File: src/rtl/pic_fetch_unit.sv
// Fetch stage for the PIC16-style core: PC, instruction register and a
// circular return-address stack resolving GOTO/CALL/RETURN/RETLW/RETFIE.
module pic_fetch_unit #(
    parameter int STACK_DEPTH = 8
) (
    input  logic        clk,
    input  logic        rst,
    output logic [10:0] Rom_addr_out,
    input  logic [13:0] Rom_data_in,
    input  logic        stall,
    input  logic        skip_req,
    input  logic        branch_req,
    input  logic [10:0] branch_target,
    output logic [13:0] ir_out,
    output logic        ir_valid,
    output logic [10:0] ir_pc,
    output logic        stack_overflow,
    output logic        stack_underflow
);

    localparam int SPW = (STACK_DEPTH > 1) ? $clog2(STACK_DEPTH) : 1;
    localparam int DW  = SPW + 1;
    localparam logic [DW-1:0] FULL = DW'(STACK_DEPTH);

    typedef enum logic [1:0] {
        K_SEQ,
        K_JUMP,
        K_PUSH,
        K_POP
    } kind_t;

    logic [10:0]    pc;
    logic [10:0]    pc_inc;
    logic [10:0]    target;
    logic [10:0]    stack [STACK_DEPTH];
    logic [SPW-1:0] sp;
    logic [SPW-1:0] sp_inc;
    logic [SPW-1:0] sp_dec;
    logic [DW-1:0]  depth;
    logic           is_goto;
    logic           is_call;
    logic           is_ret;
    logic           take_word;
    kind_t          kind;

    assign Rom_addr_out = pc;
    assign pc_inc       = pc + 11'd1;
    assign sp_inc       = sp + SPW'(1);
    assign sp_dec       = sp - SPW'(1);
    assign target       = Rom_data_in[10:0];

    assign is_goto = (Rom_data_in[13:11] == 3'b101);
    assign is_call = (Rom_data_in[13:11] == 3'b100);
    assign is_ret  = (Rom_data_in == 14'h0008)
                   || (Rom_data_in == 14'h0009)
                   || (Rom_data_in[13:10] == 4'b1101);

    // The fetched word only takes effect when execute is not redirecting us.
    assign take_word = !stall && !branch_req && !skip_req;

    always_comb begin
        kind = K_SEQ;
        unique case (1'b1)
            is_goto: kind = K_JUMP;
            is_call: kind = K_PUSH;
            is_ret:  kind = K_POP;
            default: kind = K_SEQ;
        endcase
    end

    always_ff @(posedge clk) begin
        if (rst) begin
            pc              <= 11'h000;
            ir_out          <= 14'h0000;
            ir_valid        <= 1'b0;
            ir_pc           <= 11'h000;
            sp              <= '0;
            depth           <= '0;
            stack_overflow  <= 1'b0;
            stack_underflow <= 1'b0;
        end else if (!stall) begin
            if (branch_req) begin
                pc       <= branch_target;
                ir_out   <= 14'h0000;
                ir_valid <= 1'b0;
            end else if (skip_req) begin
                pc       <= pc_inc;
                ir_out   <= 14'h0000;
                ir_valid <= 1'b0;
            end else begin
                ir_out   <= Rom_data_in;
                ir_pc    <= pc;
                ir_valid <= 1'b1;
                unique case (kind)
                    K_JUMP: pc <= target;
                    K_PUSH: begin
                        pc <= target;
                        sp <= sp_inc;
                        // A full stack overwrites its oldest entry.
                        if (depth == FULL) stack_overflow <= 1'b1;
                        else               depth <= depth + DW'(1);
                    end
                    K_POP: begin
                        pc <= stack[sp_dec];
                        sp <= sp_dec;
                        if (depth == '0) stack_underflow <= 1'b1;
                        else             depth <= depth - DW'(1);
                    end
                    default: pc <= pc_inc;
                endcase
            end
        end
    end

    always_ff @(posedge clk) begin
        if (!rst && take_word && kind == K_PUSH) begin
            stack[sp] <= pc_inc;
        end
    end

endmodule
File: config.mk
export PLATFORM = sky130hd
export DESIGN_NAME = pic_fetch_unit
export DESIGN_NICKNAME = d
export VERILOG_FILES = /design/src/rtl/pic_fetch_unit.sv
export SDC_FILE = /design/constraint.sdc
export NUM_CORES = 1
export LEC_CHECK = 0
export CAP_MARGIN = 20
export CORE_UTILIZATION = 45
export DETAILED_ROUTE_END_ITERATION = 8
export PLACE_DENSITY = 0.76
export SLEW_MARGIN = 20
export SYNTH_ARGS = -nofsm -noshare
export SYNTH_HDL_FRONTEND = slang
export SYNTH_SLANG_ARGS = --single-unit
File: constraint.sdc
create_clock -name clk -period 5.85 [get_ports clk]
set_clock_uncertainty 0.1 [all_clocks]
set_input_delay 0.8775 -clock clk [delete_from_list [all_inputs] [get_ports clk]]
set_output_delay 0.8775 -clock clk [all_outputs]
set_load 0.005 [all_outputs]
==> results of run 1 <==
worst max-delay path, delay by kind of cell:
kind	cells	cell delay, ps
buf+inv	2	710
compound gates	5	1030
fa+ha+maj	1	460
simple gates	2	1060
power breakdown:
group	internal [mW]	total, mW	leakage (nW)	switching (mW)
Combinational	0.0848	0.187	0.938	0.102
Sequential	1.02	1.04	1.19	0.0160
Clock	0.584	0.987	0.264	0.402
Total	1.69	2.21	2.39	0.521
final timing paths:
kind	endpoint	slack, ps	cells past startpoint
hold reg to reg	ir_pc[0]$_SDFFE_PP0P_	350	2
setup reg to reg	Rom_addr_out[2]$_SDFFE_PP0N_	2720	7
setup / recovery	Rom_addr_out[6]$_SDFFE_PP0N_	1900	10
hold / removal	ir_pc[0]$_SDFFE_PP0P_	350	2
layout make-up:
type,instances,share of cell area
multi-input cells,256,0.2805
flip-flops and latches,134,0.5003
clock buffers,17,0.05972
repair buffers,78,0.1061
inverters,12,0.006324
clock inverters,14,0.01757
well taps,168,0.02951
cells in the final DEF (no fill, tap or decap), types with 4 or more instances in the layout:
| cell | netlist | final |
|---|---|---|
| nand4_1 | 4 | 4 |
| dfxtp_1 | 46 | 46 |
| xor2_1 | 4 | 4 |
| inv_1 | 11 | 11 |
| nand3_1 | 5 | 5 |
| buf_4 | 0 | 10 |
| a221o_1 | 6 | 6 |
| a21oi_1 | 29 | 29 |
| nor3_1 | 6 | 6 |
| nand2_1 | 41 | 41 |
| edfxtp_1 | 88 | 88 |
| o21ai_0 | 6 | 6 |
| inv_6 | 0 | 5 |
| a22oi_1 | 24 | 24 |
| nand2b_1 | 4 | 4 |
| ha_1 | 8 | 8 |
| clkdlybuf4s50_1 | 0 | 68 |
| mux4_2 | 6 | 6 |
| a211oi_1 | 4 | 4 |
| clkbuf_16 | 0 | 17 |
| xnor2_1 | 10 | 10 |
| nor2_1 | 40 | 38 |
| mux4_1 | 15 | 15 |
registers in the layout (all words and copies together) (netlist names):
name and count:
ir_valid 1, stack 88, Rom_addr_out 11, ir_out 14, stack_overflow 1, depth 4
sp 3, stack_underflow 1, ir_pc 11
routing by layer:
layer  vias to the layer above  global-route usage  share of wire
met4                         0             0.09610          0.028
met3                        30             0.06273          0.064
li1                       1788                   -              -
met1                      1879              0.2593           0.42
met5                         -                   0              0
met2                       175              0.3494           0.49
through the flow:
stage	worst slack, ps	power, mW
2_1_floorplan	2551	1.163
3_3_place_gp	1758	1.239
3_5_place_dp	1623	1.244
4_1_cts	1990	2.222
5_1_grt	1643	2.280
6_report	1903	2.214
cell families (layout without fill, tap and decap cells):
kind of cell             count (synthesis)  after routing  share of synthesized area
flip-flops                             134            134                     0.6209
AND/OR/NAND/NOR                        115            115                    0.08960
AO/OA/AOI/OAI                           95             95                     0.1149
buffers and inverters                   39            121                    0.03292
multiplexers                            22             22                    0.09658
XOR/XNOR                                15             15                    0.02420
adder cells (fa/ha/maj)                  9              9                    0.02093
==> results.toml, run 1 <==
[worst_hold_path]
hp-class = "reg -> reg"
worstHoldStart = "ir_pc[0]$_SDFFE_PP0P_"

[yosys]
synth_cells = 429
synthTopCellsByCount = "edfxtp_1 (88), dfxtp_1 (46), nand2_1 (41), nor2_1 (40), a21oi_1 (29)"
synth_area_leader_cell = "edfxtp_1"
yosysMostFrequentCell = "edfxtp_1"
yosys.area.top_type_share = 0.4604
postSynthAreaPerCell_um2 = 13.38
synth-edff-count = 88
ys_seq_area_frac = 0.6209
ys.flop_type = "edfxtp_1"
synth_fp_nets = 468
ys_ff_latch = 134
synth_area_leaders = "edfxtp_1 (46%), dfxtp_1 (16%), mux4_1 (6.9%), a22oi_1 (3.1%), nand2_1 (2.7%)"
yosysWarningCount = 0
ys_types = 54
synthArstFlopShare = 0
syn_area_um2 = 5739

[cells_and_area]
diodes = 0
n_fill_cell = 951
seqCellArea_um2 = 3563
drive_gt1_frac = 0.1076
final_nets = 538
multi_input_comb_area_um2 = 1998
layoutNonFillerInstCount = 679
final_util = 0.5833
area_growth_pct = 24.11
fin_area_um2 = 7123

[worst_setup_path]
slowest_stage = "nor2_1"
r2r-start = "sp[0]$_SDFFE_PP0P_"
startpoint = "Rom_data_in[10]"
crit_type = "in -> reg"
path_cells = "clkdlybuf4s50_1 > nor4_1 > a31oi_1 > a21oi_1 > ha_1 > inv_1 > nor2_1 > a221o_1 > a21oi_1 > o32ai_1"
crit_fanout = 11
crit_top_cell = "a21oi_1"
start_kind = "input pin"
crit_required_ps = 6070
worstSetupEndpointType = "flip-flop"
worstPathArrival_ps = 4160
max_stage_delay_ps = 730

[drt]
drt_iter0_drc = 350
post-route-drc-count = 0
vias = 3872
ant_nets = 0
wl_per_cell_um = 19.51
routed_wl_um = 13250
via_per_inst = 5.703
first_pass_iters = 5

[cts]
insertion_delay_ps = 420
clockBufferDepth = 2
cts_setup_buffers = 0
clk_pin_slew_ps = 60
cts_hold_buf = 0
cts_inserted_buffers = 17
htree_levels = 4
cts_sinks = 134
cts_root_buf = "clkbuf_16"
cts_resized = 0
cts_tree = "yes"

[pwr]
p_per_area_nw_per_um2 = 310.9
p_leak_nw = 2.388
vdd_drop_max_mv = 0.2090

[timing]
fin_tns_setup_ps = 0
tightestPinTransition_ps = 1018
finalHoldViolations = 0
maxSlewHeadroom = 0.3186
min_period_over_period = 0.6747
period_needed_ps = 3947
finalSetupViolations = 0
rsz0062_at_grt = "false"
slew_viol_final = 0
hold_slack_ps = 353.9
max_freq_ghz = 0.2534

[global_route]
grt_max_degree = 48
antenna_found_initial = 0
grt_pass1_wl_um = 20120
grt-ovfl-total = 0
grt_pass1_vias = 3714
grt_use_total = 0.2123

[floorplanning]
die_h_um = 114.9
core-area_um2 = 12210
die_width_um = 114.9
rows = 40
die_area_um2 = 13210
start_util = 0.4700
io_pins = 69

[flow_run]
maxCapViolCount = 0

[outcome]
outcome = "finished, final reports clean"

[placed_design]
hpwl_um = 8778
gp_congestion = 0.8906
portBuffers = 68
postPlaceCellArea_um2 = 6560
place_inst = 647
Power figures use the tool's default switching activity.
==> run 2: changes to the inputs <==
==> constraint.sdc (replaced) <==
create_clock -name clk -period 3.8 [get_ports clk]
set_clock_uncertainty 0.1 [all_clocks]
set_input_delay 0.57 -clock clk [delete_from_list [all_inputs] [get_ports clk]]
set_output_delay 0.57 -clock clk [all_outputs]
set_load 0.005 [all_outputs]
==> run 2 against run 1 <==
Critical path type unchanged. Cell area up 1.1%. Largest power group unchanged. Hold slack improved by 2.2 ps. Setup slack got worse by 1200 ps.
==> results.toml, run 2 (same netlist as run 1, synthesis figures left out) <==
[global_route]
grt_use_total = 0.2244
antenna_found_initial = 0
grt_pass1_wl_um = 21620
grt-ovfl-total = 0
grt_max_degree = 47
grt_pass1_vias = 3888

[floorplanning]
rows = 40
die_area_um2 = 13210
die_h_um = 114.9
start_util = 0.4700
io_pins = 69
core-area_um2 = 12210
die_width_um = 114.9

[cts]
cts_setup_buffers = 0
cts_hold_buf = 0
cts_tree = "yes"
clockBufferDepth = 2
cts_inserted_buffers = 17
clk_pin_slew_ps = 60
insertion_delay_ps = 410
cts_resized = 0
htree_levels = 4
cts_sinks = 134
cts_root_buf = "clkbuf_16"

[worst_setup_path]
crit_required_ps = 4050
start_kind = "input pin"
crit_type = "in -> reg"
worstPathArrival_ps = 3360
worstSetupEndpointType = "flip-flop"
crit_fanout = 11

[placed_design]
hpwl_um = 9278
gp_congestion = 0.8858
portBuffers = 68

[timing]
rsz0062_at_grt = "false"
finalSetupViolations = 0
finalHoldViolations = 0
fin_tns_setup_ps = 0
slew_viol_final = 0
maxSlewHeadroom = 0.4488
period_needed_ps = 3108
tightestPinTransition_ps = 820.9
max_freq_ghz = 0.3217
min_period_over_period = 0.8179

[pwr]
p_leak_nw = 2.445
p_per_area_nw_per_um2 = 485.6
vdd_drop_max_mv = 0.3392

[cells_and_area]
seqCellArea_um2 = 3563
reg.largest.list = "stack: 88 flops, ir_out: 14 flops"
multi_input_comb_area_um2 = 1993
largest-register = "stack"
area_growth_pct = 25.49
layout_common_cells = "edfxtp_1 (88), clkdlybuf4s50_1 (68), dfxtp_1 (46), nand2_1 (41), nor2_1 (40)"
final_util = 0.5898
final_nets = 545
largest_register_ffs = 88
n_fill_cell = 940
drive_gt1_frac = 0.1195
diodes = 0
final_common_cell = "edfxtp_1"

[worst_hold_path]
hp-class = "reg -> reg"

[drt]
drt_iter0_drc = 420
first_pass_iters = 5
routed_wl_um = 13990
ant_nets = 0
wl_per_cell_um = 20.37
via_per_inst = 5.907
post-route-drc-count = 0
vias = 4058

[outcome]
outcome = "finished, final reports clean"

[flow_run]
maxCapViolCount = 0
[run 2: cell types whose count changed in the layout (fill, tap and decap cells not counted)]
cell | previous run | this run
nor2_2 | 2 | 0
nor2_1 | 38 | 40
buf_4 | 10 | 17
clkinv_2 | 2 | 1
clkinv_1 | 2 | 1
clkinv_4 | 2 | 1
clkinvlp_2 | 1 | 0
inv_8 | 0 | 4
inv_6 | 5 | 6
[run 2: report_power, final]
part	internal [mW]	total, mW	switching, mW
clock	0.928	1.60	0.670
sequential	1.58	1.60	0.0269
combinational	0.133	0.294	0.161
total	2.64	3.50	0.858
[run 2: final timing paths]
kind         cells after the start                  start                            to  slack [ps]
max                             12         Rom_data_in[9]  Rom_addr_out[8]$_SDFFE_PP0N_         690
min                              2  ir_pc[3]$_SDFFE_PP0P_         ir_pc[3]$_SDFFE_PP0P_         360
max reg2reg                      7     sp[1]$_SDFFE_PP0P_  Rom_addr_out[5]$_SDFFE_PP0N_         960
min reg2reg                      2  ir_pc[3]$_SDFFE_PP0P_         ir_pc[3]$_SDFFE_PP0P_         360
[run 2: stage by stage]
step | hold slack, ps | std cells | setup slack [ps] | cell area, µm² | power, mW
floorplan | 348.8 | 429 | 808.5 | 5739 | 1.790
global placement | 343.6 | 655 | 530.9 | 6620 | 1.911
detailed placement | 347.5 | 655 | 361.1 | 6620 | 1.920
CTS | 355.9 | 687 | 747.5 | 7202 | 3.504
global route | 373.3 | 687 | 475.3 | 7202 | 3.593
finish | 356.1 | 687 | 691.8 | 7202 | 3.497
[run 2: routing by layer]
| layer | up-vias | routed length [µm] | global-route usage |
|---|---|---|---|
| met2 | 228 | 6850 | 0.3723 |
| met3 | 40 | 1052 | 0.05904 |
| met4 | 0 | 356 | 0.09610 |
| li1 | 1806 | - | - |
| met5 | - | 0 | 0 |
| met1 | 1984 | 5733 | 0.2785 |
[run 2: cell type report]
cell class,instances,share of cell area
clock buffers,17,0.05907
clock inverters,15,0.02172
inverters,12,0.006254
multi-input cells,256,0.2768
flip-flops and latches,134,0.4948
well taps,168,0.02919
repair buffers,85,0.1122
[run 2: worst max-delay path, cell delays in order]
cell and delay, ps:
clkdlybuf4s50_1 570, nor4_1 320, a31oi_1 160, a21oi_1 310
ha_1 260, buf_4 170, inv_1 80, nor2_1 130
buf_4 200, a22o_1 160, o221ai_1 210, a21oi_1 200
